**config.mk**
```make
export PLATFORM = sky130hd
export DESIGN_NAME = i2c_read_burst_sequencer
export DESIGN_NICKNAME = d
export VERILOG_FILES = /design/src/rtl/i2c_read_burst_sequencer.sv
export SDC_FILE = /design/constraint.sdc
export NUM_CORES = 1
export LEC_CHECK = 0
export ABC_CLOCK_PERIOD_IN_PS = 2900
export CAP_MARGIN = 30
export CORE_ASPECT_RATIO = 1.75
export CORE_UTILIZATION = 29
export CTS_BUF_LIST = sky130_fd_sc_hd__clkbuf_8
export CTS_CLUSTER_SIZE = 40
export DETAILED_ROUTE_END_ITERATION = 10
export SLEW_MARGIN = 5
export SYNTH_ARGS = -nofsm -noshare
export SYNTH_HDL_FRONTEND = slang
export SYNTH_SLANG_ARGS = --single-unit
```
**constraint.sdc**
```tcl
create_clock -name clk -period 2.9 [get_ports clk]
set_input_delay 0.29 -clock clk [delete_from_list [all_inputs] [get_ports clk]]
set_output_delay 0.29 -clock clk [all_outputs]
set_load 0.02 [all_outputs]
```
**src/rtl/i2c_read_burst_sequencer.sv**
```systemverilog
`timescale 1ns/1ps
// -----------------------------------------------------------------------------
// i2c_read_burst_sequencer
//
// Purpose:
//   Sits upstream of a single-byte I2C read master. Accepts one burst request
//   (device address, start register address, byte count) and issues
//   back-to-back single-byte reads. The register address increments after
//   each read. Each returned byte is tagged with its register address, stored
//   in a small FIFO, and delivered on a valid/ready stream.
//
// Ports:
//   clk, rst_n              clock, asynchronous active-low reset
//   i_req_valid/o_req_ready burst request handshake (ready only when idle)
//   i_dev_addr              7-bit slave address for the burst
//   i_start_addr            first register address
//   i_byte_count            bytes to read (0 means 256)
//   o_recv_en               one-cycle start pulse to the read master
//   o_device_addr           address to the read master, held between reads
//   o_data_addr             address to the read master, held between reads
//   i_read_data/i_done_flag byte and completion strobe from the read master
//   o_rd_valid/i_rd_ready   read-data stream handshake
//   o_rd_data/o_rd_addr     FIFO head: byte and its register address
//   o_busy                  sequencer not idle
//   o_burst_done            one-cycle pulse at the end of a burst (normal or abort)
//   o_timeout_err           sticky timeout flag, cleared by the next accepted request
// -----------------------------------------------------------------------------
module i2c_read_burst_sequencer #(
  parameter int          FIFO_DEPTH     = 4,
  parameter logic [19:0] TIMEOUT_CYCLES = 20'd50000,
  parameter logic [7:0]  GAP_CYCLES     = 8'd250
) (
  input  logic       clk,
  input  logic       rst_n,
  input  logic       i_req_valid,
  output logic       o_req_ready,
  input  logic [6:0] i_dev_addr,
  input  logic [7:0] i_start_addr,
  input  logic [7:0] i_byte_count,
  output logic       o_recv_en,
  output logic [6:0] o_device_addr,
  output logic [7:0] o_data_addr,
  input  logic [7:0] i_read_data,
  input  logic       i_done_flag,
  output logic       o_rd_valid,
  input  logic       i_rd_ready,
  output logic [7:0] o_rd_data,
  output logic [7:0] o_rd_addr,
  output logic       o_busy,
  output logic       o_burst_done,
  output logic       o_timeout_err
);

  localparam int             PTR_W   = $clog2(FIFO_DEPTH);
  localparam logic [PTR_W:0] DEPTH_C = (PTR_W + 1)'(FIFO_DEPTH);

  typedef enum logic [2:0] {
    S_IDLE,
    S_ISSUE,
    S_WAIT,
    S_STORE,
    S_GAP,
    S_FINISH
  } state_t;

  state_t           state_q, state_d;
  logic [6:0]       dev_addr_q, dev_addr_d;
  logic [7:0]       data_addr_q, data_addr_d;
  logic [8:0]       remaining_q, remaining_d;
  logic [19:0]      to_cnt_q, to_cnt_d;
  logic [7:0]       gap_cnt_q, gap_cnt_d;
  logic             timeout_err_q, timeout_err_d;
  logic [15:0]      cap_q, cap_d;

  logic [15:0]      mem_q [FIFO_DEPTH];
  logic [15:0]      mem_d [FIFO_DEPTH];
  logic [PTR_W-1:0] wr_ptr_q, wr_ptr_d;
  logic [PTR_W-1:0] rd_ptr_q, rd_ptr_d;
  logic [PTR_W:0]   count_q, count_d;

  logic             push;
  logic             pop;
  logic             recv_en;
  logic             burst_done;

  // Sequencer FSM: next state and datapath updates
  always_comb begin
    state_d       = state_q;
    dev_addr_d    = dev_addr_q;
    data_addr_d   = data_addr_q;
    remaining_d   = remaining_q;
    to_cnt_d      = to_cnt_q;
    gap_cnt_d     = gap_cnt_q;
    timeout_err_d = timeout_err_q;
    cap_d         = cap_q;
    push          = 1'b0;
    recv_en       = 1'b0;
    burst_done    = 1'b0;

    case (state_q)
      S_IDLE: begin
        if (i_req_valid) begin
          dev_addr_d    = i_dev_addr;
          data_addr_d   = i_start_addr;
          remaining_d   = (i_byte_count == 8'd0) ? 9'd256 : {1'b0, i_byte_count};
          timeout_err_d = 1'b0;
          state_d       = S_ISSUE;
        end
      end
      S_ISSUE: begin
        // Only start a read when its byte is guaranteed a FIFO slot, so the
        // push in STORE can never overflow.
        if (count_q < DEPTH_C) begin
          recv_en  = 1'b1;
          to_cnt_d = 20'd0;
          state_d  = S_WAIT;
        end
      end
      S_WAIT: begin
        if (i_done_flag) begin
          cap_d   = {i_read_data, data_addr_q};
          state_d = S_STORE;
        end else if (to_cnt_q == TIMEOUT_CYCLES - 20'd1) begin
          timeout_err_d = 1'b1;
          state_d       = S_FINISH;
        end else begin
          to_cnt_d = to_cnt_q + 20'd1;
        end
      end
      S_STORE: begin
        push        = 1'b1;
        remaining_d = remaining_q - 9'd1;
        data_addr_d = data_addr_q + 8'd1;
        if (remaining_q == 9'd1) begin
          state_d = S_FINISH;
        end else if (GAP_CYCLES == 8'd0) begin
          state_d = S_ISSUE;
        end else begin
          gap_cnt_d = 8'd0;
          state_d   = S_GAP;
        end
      end
      S_GAP: begin
        if (gap_cnt_q == GAP_CYCLES - 8'd1) begin
          state_d = S_ISSUE;
        end else begin
          gap_cnt_d = gap_cnt_q + 8'd1;
        end
      end
      S_FINISH: begin
        burst_done = 1'b1;
        state_d    = S_IDLE;
      end
      default: begin
        state_d = S_IDLE;
      end
    endcase
  end

  // Read-data FIFO: simultaneous push and pop leave the occupancy unchanged
  always_comb begin
    pop      = (count_q != '0) && i_rd_ready;
    mem_d    = mem_q;
    wr_ptr_d = wr_ptr_q;
    rd_ptr_d = rd_ptr_q;
    count_d  = count_q;

    if (push) begin
      mem_d[wr_ptr_q] = cap_q;
      wr_ptr_d        = wr_ptr_q + 1'b1;
    end
    if (pop) begin
      rd_ptr_d = rd_ptr_q + 1'b1;
    end
    case ({push, pop})
      2'b10:   count_d = count_q + 1'b1;
      2'b01:   count_d = count_q - 1'b1;
      default: count_d = count_q;
    endcase
  end

  always_ff @(posedge clk or negedge rst_n) begin
    if (!rst_n) begin
      state_q       <= S_IDLE;
      dev_addr_q    <= '0;
      data_addr_q   <= '0;
      remaining_q   <= '0;
      to_cnt_q      <= '0;
      gap_cnt_q     <= '0;
      timeout_err_q <= 1'b0;
      cap_q         <= '0;
      wr_ptr_q      <= '0;
      rd_ptr_q      <= '0;
      count_q       <= '0;
      for (int i = 0; i < FIFO_DEPTH; i++) begin
        mem_q[i] <= '0;
      end
    end else begin
      state_q       <= state_d;
      dev_addr_q    <= dev_addr_d;
      data_addr_q   <= data_addr_d;
      remaining_q   <= remaining_d;
      to_cnt_q      <= to_cnt_d;
      gap_cnt_q     <= gap_cnt_d;
      timeout_err_q <= timeout_err_d;
      cap_q         <= cap_d;
      wr_ptr_q      <= wr_ptr_d;
      rd_ptr_q      <= rd_ptr_d;
      count_q       <= count_d;
      mem_q         <= mem_d;
    end
  end

  // A push into a full FIFO would mean the ISSUE space check was bypassed
  always_ff @(posedge clk) begin
    if (rst_n) begin
      assert (!(push && (count_q == DEPTH_C)));
    end
  end

  assign o_req_ready   = (state_q == S_IDLE);
  assign o_busy        = (state_q != S_IDLE);
  assign o_recv_en     = recv_en;
  assign o_burst_done  = burst_done;
  assign o_device_addr = dev_addr_q;
  assign o_data_addr   = data_addr_q;
  assign o_timeout_err = timeout_err_q;
  assign o_rd_valid    = (count_q != '0);
  assign o_rd_data     = mem_q[rd_ptr_q][15:8];
  assign o_rd_addr     = mem_q[rd_ptr_q][7:0];

endmodule

```
==> impl_metrics.py, run 1 <==
metrics = {
    "outcome": {
        "status": "finished, final reports clean",
    },
    "layout": {
        "multi_input_area_mm2": 0.00293,
        "fill_cells": 2285,
        "finalNetCount": 693,
        "insertedDiodeCount": 0,
        "final_core_util_pct": 36.4,
        "area_growth_pct": 23.4,
        "drive_gt1_share_pct": 22.8,
        "layout.cells.non_filler": 958,
        "seq_area_mm2": 0.00358,
    },
    "timing": {
        "finalCriticalPeriod_ps": 2760,
        "maxSlewViolCount": 0,
        "slew_headroom_pct": 54.6,
        "tightest_slew_ps": 680,
        "fin_crit_sh_pct": 95.0,
        "hold_slack_ps": 367,
        "grt_setup_unrepaired": "no",
        "final-setup-viol-count": 0,
        "fmax_ghz": 0.363,
        "hold_viol": 0,
        "fin_skew_ps": 14.0,
        "finalSetupTns_ps": 0,
    },
    "cts": {
        "cts.repair.resized": 0,
        "clk_pin_slew_ps": 90,
        "numClockSinks": 143,
        "cts-htree-levels": 4,
        "cts_made_buffers": 17,
        "clk_latency_ps": 440,
        "clockBufferDepth": 2,
        "holdBufCountCts": 1,
        "root_buffer": "clkbuf_8",
        "cts_setup_buffers": 0,
        "cts_tree": "built",
    },
    "grt": {
        "first_global_vias": 4868,
        "grt_usage_pct": 14.4,
        "grt_first_pass_wirelength_um": 25800,
        "antenna_found_initial": 0,
        "gr-total-overflow": 0,
        "grt_max_degree": 73,
    },
    "worst_setup_path": {
        "cp.arrival_ps": 2470,
        "crit_required_ps": 2610,
        "critPathMaxFanout": 15,
        "critPathCaptureType": "output port",
        "crit-reg2reg-capture": "to_cnt_q[14]$_DFFE_PN0P_",
        "crit_type": "reg -> out",
        "rr_worst_depth": 7,
        "r2r-start": "state_q[0]$_DFFE_PN0P_",
        "r2r_slack_ps": 600,
        "start_kind": "flop",
    },
    "worst_hold_path": {
        "whs_path_depth": 3,
        "min_to": "o_device_addr[0]$_DFFE_PN0P_",
        "hold_start": "i_dev_addr[0]",
        "holdCritPathClass": "in -> reg",
    },
    "floorplanning": {
        "die_w_um": 117,
        "io_pins": 73,
        "initial_core_util_pct": 29.5,
        "die_h_um": 203,
        "die-area_mm2": 0.0237,
        "core-area_mm2": 0.0227,
        "fp-row-count": 73,
    },
    "route": {
        "drc": 0,
        "ant_nets": 0,
        "via_per_inst": 4.87,
        "vias": 4664,
        "routedWlPerCell_um": 16.4,
        "first_iter_violations": 230,
        "drtPass1Iterations": 4,
        "totalWireLength_um": 15700,
    },
    "place": {
        "placed_cells": 925,
        "gp_congestion": 0.817,
        "numPortBuffers": 72,
        "place_hpwl_um": 11300,
    },
    "power_and_ir_drop": {
        "ir_drop_uv": 268,
        "combPwrFrac_pct": 39.1,
        "internal-power_mw": 5.23,
        "p_switching_mw": 2.92,
        "power.clock.fraction_pct": 20.2,
        "powerDensity_mw_per_mm2": 990,
        "power.leakage_nw": 3.61,
        "p_sw_share_pct": 35.8,
        "sequentialPowerShare_pct": 40.6,
    },
    "logic_synthesis": {
        "ys.flop_type": "dfrtp_1",
        "yosysWarnings": 0,
        "syn_nets": 609,
        "syn-cell-area_mm2": 0.00668,
        "syn_area_per_cell_um2": 11.9,
        "ys_seq_area_share_pct": 53.6,
        "synthArstFlopShare_pct": 100,
        "synth-seq-cells": 143,
        "yosysTopAreaCell": "dfrtp_1",
        "synthTopCellsByArea": "dfrtp_1 (54%), mux2_2 (13%), mux4_2 (5.4%), nand2_1 (3.0%), o21ai_0 (2.2%)",
        "synth_edf_count": 0,
        "yosysUniqueCellTypes": 56,
        "yosys.area.top_type_share_pct": 53.6,
        "netlist_instances": 561,
    },
    "flow_run": {
        "drv_cap": 0,
    },
}
[Yosys cell counts, types with 4 or more instances]
library cell,count
mux4_2,16
dfrtp_1,143
nand2b_1,4
a31oi_1,8
ha_1,11
o31ai_1,4
o22ai_1,6
nor3_1,6
nor2_1,31
inv_1,14
clkbuf_1,19
nand4_1,9
nand3_1,14
nand2_1,54
and3_1,9
nor4_1,4
o21ai_0,29
or3_1,14
or4_1,5
xor2_1,5
mux2_2,80
xnor2_1,4
a21oi_1,24
[logic make-up after synthesis]
kind of cell,share of synthesized area (%)
and+or+nand+nor,12.4
adders and majority gates,2.36
AOI/OAI and AO/OA,8.66
buffers and inverters,2.59
DFF,53.6
muxes,19.2
xor gates and xnor gates,1.18
[how the worst max path moves through the flow]
stage / depth (start not counted) / from / end / slack, ps
after floorplan: 3 / rd_ptr_q[0]$_DFFE_PN0P_ / o_rd_addr[7] / 680
after CTS: 4 / state_q[0]$_DFFE_PN0P_ / o_recv_en / 100
after global routing: 4 / state_q[0]$_DFFE_PN0P_ / o_recv_en / 50
after detailed placement: 7 / i_done_flag / to_cnt_q[14]$_DFFE_PN0P_ / 520
final: 4 / state_q[0]$_DFFE_PN0P_ / o_recv_en / 140
after global placement: 7 / i_done_flag / to_cnt_q[14]$_DFFE_PN0P_ / 590
[final cells by class]
type / count / share of cell area, %
Inverter: 16 / 0.790
Clock buffer: 18 / 3.01
Timing Repair Buffer: 89 / 10.7
Multi-Input combinational cell: 378 / 35.5
Tap cell: 300 / 4.56
Clock inverter: 14 / 2.02
Sequential cell: 143 / 43.5
[power groups by stage]
stage,logic [mW],clock network [mW],registers [mW]
after global routing,3.48,1.78,3.44
final,3.19,1.65,3.31
after global placement,3.19,0,3.34
after CTS,3.25,1.71,3.33
after detailed placement,3.23,0,3.36
after floorplan,2.06,0,3.24
[metrics by stage]
| stage | power [mW] | setup slack (ps) | cell area [um^2] |
|---|---|---|---|
| after floorplan | 5.31 | 678 | 6680 |
| after global placement | 6.53 | 586 | 7810 |
| after detailed placement | 6.60 | 523 | 7810 |
| after CTS | 8.28 | 103 | 8240 |
| after global routing | 8.70 | 48.4 | 8240 |
| final | 8.15 | 144 | 8240 |
[state kept, by name, summed over array words and instances (netlist names)]
name	flops
to_cnt_q	20
wr_ptr_q	2
o_data_addr	8
remaining_q	9
gap_cnt_q	8
cap_q	16
rd_ptr_q	2
o_timeout_err	1
count_q	3
o_device_addr	7
state_q	3
mem_q	64
[worst max-delay path, stage by stage, from the launching register on]
cell	delay, ps
dfrtp_1	560
or4b_4	560
clkinv_4	70
buf_4	200
clkdlybuf4s50_1	640
[metal layers]
layer	routed length [um]	vias up	global-route usage (%)
li1	-	2210	-
met1	5780	2358	15.0
met5	0	-	0
met4	482	0	7.10
met3	452	23	2.66
met2	9000	73	26.9
[placed cells by master (no fill, tap or decap), drive strengths merged, types with 9 or more instances in the layout]
cell	n
ha	11
inv	16
buf	17
o21ai	30
nand3	14
clkdlybuf4s50	71
clkbuf	18
mux2	80
a21oi	24
and3	9
dfrtp	143
nand2	54
nor2	31
mux4	16
or3	14
nand4	9
(Power assumes the default switching activity.)
==> run 2, diff against run 1 <==
--- a/config.mk
+++ b/config.mk
@@ -5,6 +5,7 @@
 export SDC_FILE = /design/constraint.sdc
 export NUM_CORES = 1
 export LEC_CHECK = 0
+export ABC_AREA = 1
 export ABC_CLOCK_PERIOD_IN_PS = 2900
 export CAP_MARGIN = 30
 export CORE_ASPECT_RATIO = 1.75
@@ -12,7 +13,7 @@
 export CTS_BUF_LIST = sky130_fd_sc_hd__clkbuf_8
 export CTS_CLUSTER_SIZE = 40
 export DETAILED_ROUTE_END_ITERATION = 10
-export SLEW_MARGIN = 5
+export SLEW_MARGIN = 20
 export SYNTH_ARGS = -nofsm -noshare
 export SYNTH_HDL_FRONTEND = slang
 export SYNTH_SLANG_ARGS = --single-unit
==> run 2 against run 1 <==
  * Critical path depth rose by 1
  * Combinational power rose by 17%
  * Worst hold slack better by 2.7 ps
  * Wire length increased by 11%
  * Clock skew barely moved
  * Largest cell class unchanged
==> impl_metrics.py, run 2 <==
metrics = {
    "outcome": {
        "status": "finished, final reports clean",
    },
    "cts": {
        "clk_pin_slew_ps": 80,
        "cts_setup_buffers": 0,
        "clockBufferDepth": 2,
        "cts_tree": "built",
        "root_buffer": "clkbuf_8",
        "cts-htree-levels": 4,
        "clk_latency_ps": 450,
        "numClockSinks": 143,
        "cts_made_buffers": 17,
    },
    "layout": {
        "finalNetCount": 988,
        "top_register": "mem_q",
        "drive_gt1_share_pct": 7.04,
        "insertedDiodeCount": 0,
        "area_growth_pct": 20.5,
        "fill_cells": 2497,
        "layout_common_cells": "nand2_1 (234), dfrtp_1 (143), o21ai_0 (125)",
        "largestRegisters": "mem_q x64, to_cnt_q x20, cap_q x16",
        "final_common_cell": "nand2_1",
        "largest_register_ffs": 64,
    },
    "logic_synthesis": {
        "yosysUniqueCellTypes": 35,
        "syn_nets": 917,
        "synth_edf_count": 0,
        "synthTopCellsByArea": "dfrtp_1 (51%), nand2_1 (13%), o21ai_0 (8.9%), nor2_1 (5.5%), inv_1 (3.7%)",
        "ys.flop_type": "dfrtp_1",
        "synthMostInstantiatedCell": "nand2_1",
        "netlist_instances": 869,
        "yosysWarnings": 0,
        "syn-cell-area_mm2": 0.00701,
        "synthArstFlopShare_pct": 100,
        "synth_common_cells": "nand2_1 (234), dfrtp_1 (143), o21ai_0 (125)",
        "syn_area_per_cell_um2": 8.07,
        "yosys.area.top_type_share_pct": 51.1,
        "synth-seq-cells": 143,
        "yosysTopAreaCell": "dfrtp_1",
        "ys_seq_area_share_pct": 51.1,
    },
    "timing": {
        "slew_headroom_pct": 54.5,
        "fin_skew_ps": 14.3,
        "maxSlewViolCount": 0,
        "finalCriticalPeriod_ps": 2650,
        "hold_viol": 0,
        "fin_crit_sh_pct": 91.2,
        "tightest_slew_ps": 682,
        "final-setup-viol-count": 0,
        "grt_setup_unrepaired": "no",
        "fmax_ghz": 0.378,
        "finalSetupTns_ps": 0,
    },
    "flow_run": {
        "drv_cap": 0,
    },
    "floorplanning": {
        "die_h_um": 208,
        "fp-row-count": 74,
        "die_w_um": 120,
        "core-area_mm2": 0.0235,
        "io_pins": 73,
        "die-area_mm2": 0.0248,
        "initial_core_util_pct": 29.8,
    },
    "route": {
        "drc": 0,
        "ant_nets": 0,
        "totalWireLength_um": 17500,
        "vias": 5825,
        "routedWlPerCell_um": 13.9,
        "drtPass1Iterations": 5,
        "first_iter_violations": 287,
        "via_per_inst": 4.64,
    },
    "power_and_ir_drop": {
        "ir_drop_uv": 473,
        "power.leakage_nw": 3.90,
        "p_total_mw": 8.54,
        "powerDensity_mw_per_mm2": 1010,
    },
    "grt": {
        "grt_first_pass_wirelength_um": 29400,
        "grt_usage_pct": 15.1,
        "grt_max_degree": 69,
        "first_global_vias": 5948,
        "gr-total-overflow": 0,
        "antenna_found_initial": 0,
    },
    "worst_hold_path": {
        "holdCritPathClass": "in -> reg",
    },
    "worst_setup_path": {
        "slowest_delay_ps": 630,
        "critPathCaptureType": "output port",
        "cp_slowest_cell": "clkdlybuf4s50_1",
        "cp.arrival_ps": 2360,
        "critical_path.cell_chain": "inv_1 > buf_4 > nor2_1 > o22ai_1 > clkdlybuf4s50_1",
        "crit_type": "reg -> out",
        "start_kind": "flop",
        "crit_required_ps": 2610,
        "critPathMaxFanout": 17,
    },
    "place": {
        "gp_congestion": 0.815,
        "place_hpwl_um": 12400,
        "numPortBuffers": 72,
    },
}
[run 2: cell count changes after synthesis, moves of 6 or more]
| cell | delta |
|---|---|
| a31oi_1 | -8 |
| nor2_1 | +72 |
| o22ai_1 | +12 |
| nand2_1 | +180 |
| inv_1 | +55 |
| and3_1 | -9 |
| mux2_2 | -80 |
| a21oi_1 | -6 |
| nand3_1 | +25 |
| xor2_1 | +16 |
| o21ai_2 | +6 |
| o21ai_0 | +96 |
| mux4_2 | -16 |
| or3_1 | -14 |
[run 2: repair_timing]
action | in CTS | in global routing
hold endpoints to repair | 65 | 0
hold buffers | 1 | 0
endpoints found under the setup margin | 0 | 0
resized for setup | 0 | 0
[run 2: path summary, 6_finish.rpt]
kind,from,end,slack (ps),cells past startpoint
min in group asynchronous,rst_n,remaining_q[1]$_DFFE_PN0P_,400,2
setup / recovery,rd_ptr_q[0]$_DFFE_PN0P_,o_rd_addr[3],250,5
setup reg to reg,state_q[0]$_DFFE_PN0P_,remaining_q[2]$_DFFE_PN0P_,830,8
hold / removal,i_dev_addr[0],o_device_addr[0]$_DFFE_PN0P_,370,3
max in group asynchronous,rst_n,gap_cnt_q[4]$_DFFE_PN0P_,1780,3
hold reg to reg,count_q[0]$_DFFE_PN0P_,count_q[0]$_DFFE_PN0P_,480,1
[run 2: per-layer routing]
| metal | global-route usage (%) | up-vias | wire length, um |
|---|---|---|---|
| met1 | 16.7 | 2742 | 7030 |
| li1 | - | 2950 | - |
| met5 | 0 | - | 0 |
| met3 | 3.05 | 36 | 456 |
| met2 | 27.0 | 97 | 9480 |
| met4 | 7.63 | 0 | 520 |
[run 2: report_power, final]
group	switching [mW]	internal (mW)	leakage, nW
logic	2.26	1.47	1.88
registers	0.496	2.75	1.82
clock network	0.773	0.796	0.202
total	3.53	5.02	3.90
[run 2: final cells by class]
cell class	count	area (um^2)	area share, %
Clock buffer	19	262	3.10
Clock inverter	12	119	1.41
Inverter	73	277	3.27
Multi-Input combinational cell	617	2970	35.2
Sequential cell	143	3580	42.4
Tap cell	304	380	4.50
Timing Repair Buffer	88	857	10.1
[run 2: cell families after synthesis]
logic type	after synthesis	share of synthesized area (%)
simple gates	397	22.7
buf+inv	109	6.55
flops	143	51.1
fa+ha+maj	12	2.25
xor+xnor	25	3.12
compound gates	183	14.4
[run 2: stage by stage]
step                      instance area, um^2  setup slack (ps)  cells  util, %  hold WS, ps
after detailed placement                 8050               688   1224     34.2          355
after global placement                   8050               744   1224     34.2          342
after global routing                     8440              63.6   1256     35.9          355
after CTS                                8440               169   1256     35.9          330
final                                    8440               254   1256     35.9          370
after floorplan                          7010               908    869        -        -5.59
[run 2: critical path, delay by kind of cell, from the launching register on]
kind,cells,cell delay (ps)
AOI/OAI and AO/OA,1,170
DFF,1,380
buffers and inverters,3,1300
and+or+nand+nor,1,60
==> run 3, diff against run 2 <==
--- a/config.mk
+++ b/config.mk
@@ -6,13 +6,14 @@
 export NUM_CORES = 1
 export LEC_CHECK = 0
 export ABC_AREA = 1
-export ABC_CLOCK_PERIOD_IN_PS = 2900
+export ABC_CLOCK_PERIOD_IN_PS = 2800
 export CAP_MARGIN = 30
 export CORE_ASPECT_RATIO = 1.75
 export CORE_UTILIZATION = 29
 export CTS_BUF_LIST = sky130_fd_sc_hd__clkbuf_8
 export CTS_CLUSTER_SIZE = 40
 export DETAILED_ROUTE_END_ITERATION = 10
+export MAX_ROUTING_LAYER = met4
 export SLEW_MARGIN = 20
 export SYNTH_ARGS = -nofsm -noshare
 export SYNTH_HDL_FRONTEND = slang
==> constraint.sdc (replaced) <==
create_clock -name clk -period 2.8 [get_ports clk]
set_input_delay 0.28 -clock clk [delete_from_list [all_inputs] [get_ports clk]]
set_output_delay 0.28 -clock clk [all_outputs]
set_load 0.02 [all_outputs]
==> run 3 against run 2 <==
  * Setup slack worse by 6.1 ps
  * Final cell count grew 0.16%
  * Non-clock buffer count rose by 2
  * Worst hold slack worse by 22 ps
  * Register-to-register slack got worse by 40 ps
  * Die area did not move
  * Design area fell by 0.27%
  * Sequential power rose by 4%
  * Clock-buffer cell count fell by 2
  * Via count increased by 0.84%
  * Wire length up 0.94%
  * Clock skew fell by 6.0 ps
  * Critical endpoint is now o_rd_data[3]
==> impl_metrics.py, run 3 (synthesis gave the netlist of run 2 again) <==
metrics = {
    "cts": {
        "clk_latency_ps": 470,
        "clockBufferDepth": 2,
        "numClockSinks": 143,
        "cts_made_buffers": 17,
        "cts_tree": "built",
        "cts-htree-levels": 4,
        "clk_pin_slew_ps": 80,
        "root_buffer": "clkbuf_8",
    },
    "layout": {
        "insertedDiodeCount": 0,
        "top_register": "mem_q",
        "drive_gt1_share_pct": 7.23,
        "largestRegisters": "mem_q x64, to_cnt_q x20, cap_q x16",
        "final_core_util_pct": 35.8,
        "largest_register_ffs": 64,
        "finalNetCount": 990,
        "final_common_cell": "nand2_1",
        "area_growth_pct": 20.2,
        "fill_cells": 2520,
        "layout_common_cells": "nand2_1 (234), dfrtp_1 (143), o21ai_0 (125)",
        "layout.cells.non_filler": 1258,
    },
    "timing": {
        "fin_crit_sh_pct": 91.1,
        "finalSetupTns_ps": 0,
        "final-setup-viol-count": 0,
        "hold_viol": 0,
        "tightest_slew_ps": 542,
        "fmax_ghz": 0.392,
        "maxSlewViolCount": 0,
        "finalCriticalPeriod_ps": 2550,
        "grt_setup_unrepaired": "no",
        "fin_skew_ps": 8.28,
        "slew_headroom_pct": 63.9,
    },
    "place": {
        "place_hpwl_um": 12600,
        "gp_congestion": 0.809,
        "placed_cells": 1226,
        "numPortBuffers": 72,
    },
    "outcome": {
        "status": "finished, final reports clean",
    },
    "power_and_ir_drop": {
        "ir_drop_uv": 649,
        "powerDensity_mw_per_mm2": 1040,
        "power.leakage_nw": 3.88,
    },
    "floorplanning": {
        "io_pins": 73,
        "die_w_um": 120,
        "initial_core_util_pct": 29.8,
        "fp-row-count": 74,
        "die_h_um": 208,
        "die-area_mm2": 0.0248,
        "core-area_mm2": 0.0235,
    },
    "grt": {
        "grt_usage_pct": 15.7,
        "gr-total-overflow": 0,
        "antenna_found_initial": 0,
        "grt_max_degree": 56,
        "grt_first_pass_wirelength_um": 29600,
        "first_global_vias": 5953,
    },
    "worst_setup_path": {
        "start_kind": "flop",
        "critical_path.cell_chain": "buf_4 > o21ai_0 > o22ai_1 > clkdlybuf4s50_1",
        "critPathCaptureType": "output port",
        "crit_type": "reg -> out",
        "critPathMaxFanout": 34,
        "crit_buf_inv": 2,
        "critPathTopFamily": "buffers and inverters",
        "cp_slowest_cell": "clkdlybuf4s50_1",
        "slowest_delay_ps": 650,
        "cp.arrival_ps": 2270,
        "crit_required_ps": 2520,
    },
    "route": {
        "vias": 5874,
        "totalWireLength_um": 17600,
        "first_iter_violations": 256,
        "drtPass1Iterations": 6,
        "ant_nets": 0,
        "drc": 0,
        "via_per_inst": 4.67,
        "routedWlPerCell_um": 14.0,
    },
    "worst_hold_path": {
        "holdCritPathClass": "in -> async",
    },
    "flow_run": {
        "drv_cap": 0,
    },
}
==> run 3: area by class of cell <==
class                   count  area (um^2)  share of cell area [%]
inverters                  73          280                    3.33
repair buffers             90          872                    10.4
flip-flops and latches    143         3580                    42.5
multi-input cells         617         2970                    35.3
clock buffers              17          234                    2.78
clock inverters            14          105                    1.25
well taps                 304          380                    4.52
==> run 3: path summary, 6_finish.rpt <==
kind                                          from                      endpoint  slack, ps  cells past startpoint
max                        rd_ptr_q[0]$_DFFE_PN0P_                  o_rd_data[3]        250                      4
min                                          rst_n  o_device_addr[2]$_DFFE_PN0P_        350                      2
max reg2reg                to_cnt_q[0]$_DFFE_PN0P_       to_cnt_q[7]$_DFFE_PN0P_        790                      8
min reg2reg                 count_q[0]$_DFFE_PN0P_        count_q[0]$_DFFE_PN0P_        480                      1
max in group asynchronous                    rst_n       to_cnt_q[5]$_DFFE_PN0P_       1670                      3
min in group clk                     i_dev_addr[5]  o_device_addr[5]$_DFFE_PN0P_        350                      3
==> run 3: routing by layer <==
layer,vias to the layer above,track usage [%],share of wire [%]
met5,-,-,0
met3,35,3.32,2.9
met1,2793,16.1,39
met2,93,27.9,55
met4,0,7.63,3.1
li1,2953,-,-
==> run 3: what timing repair did <==
| action | CTS | global route |
|---|---|---|
| hold buffers | 1 | 0 |
| resized for setup | 0 | 1 |
| setup buffers | 0 | 0 |
| endpoints found under the setup margin | 0 | 7 |
| endpoints found under the hold margin | 52 | 0 |
==> run 3: power breakdown <==
| part | internal [mW] | switching [mW] | total (mW) |
|---|---|---|---|
| clock network | 0.677 | 0.799 | 1.48 |
| registers | 2.85 | 0.512 | 3.36 |
| logic | 1.55 | 2.35 | 3.90 |
==> run 3: metrics by stage <==
step / cell area (um^2) / total power, mW / worst slack (ps) / hold WS (ps)
final: 8420 / 8.73 / 248 / 348
after global routing: 8420 / 9.48 / 95.3 / 340
after CTS: 8420 / 8.86 / 65.0 / 300
after detailed placement: 8070 / 7.34 / 614 / 291
after global placement: 8070 / 7.26 / 639 / 293
after floorplan: 7010 / 5.82 / 808 / -15.6
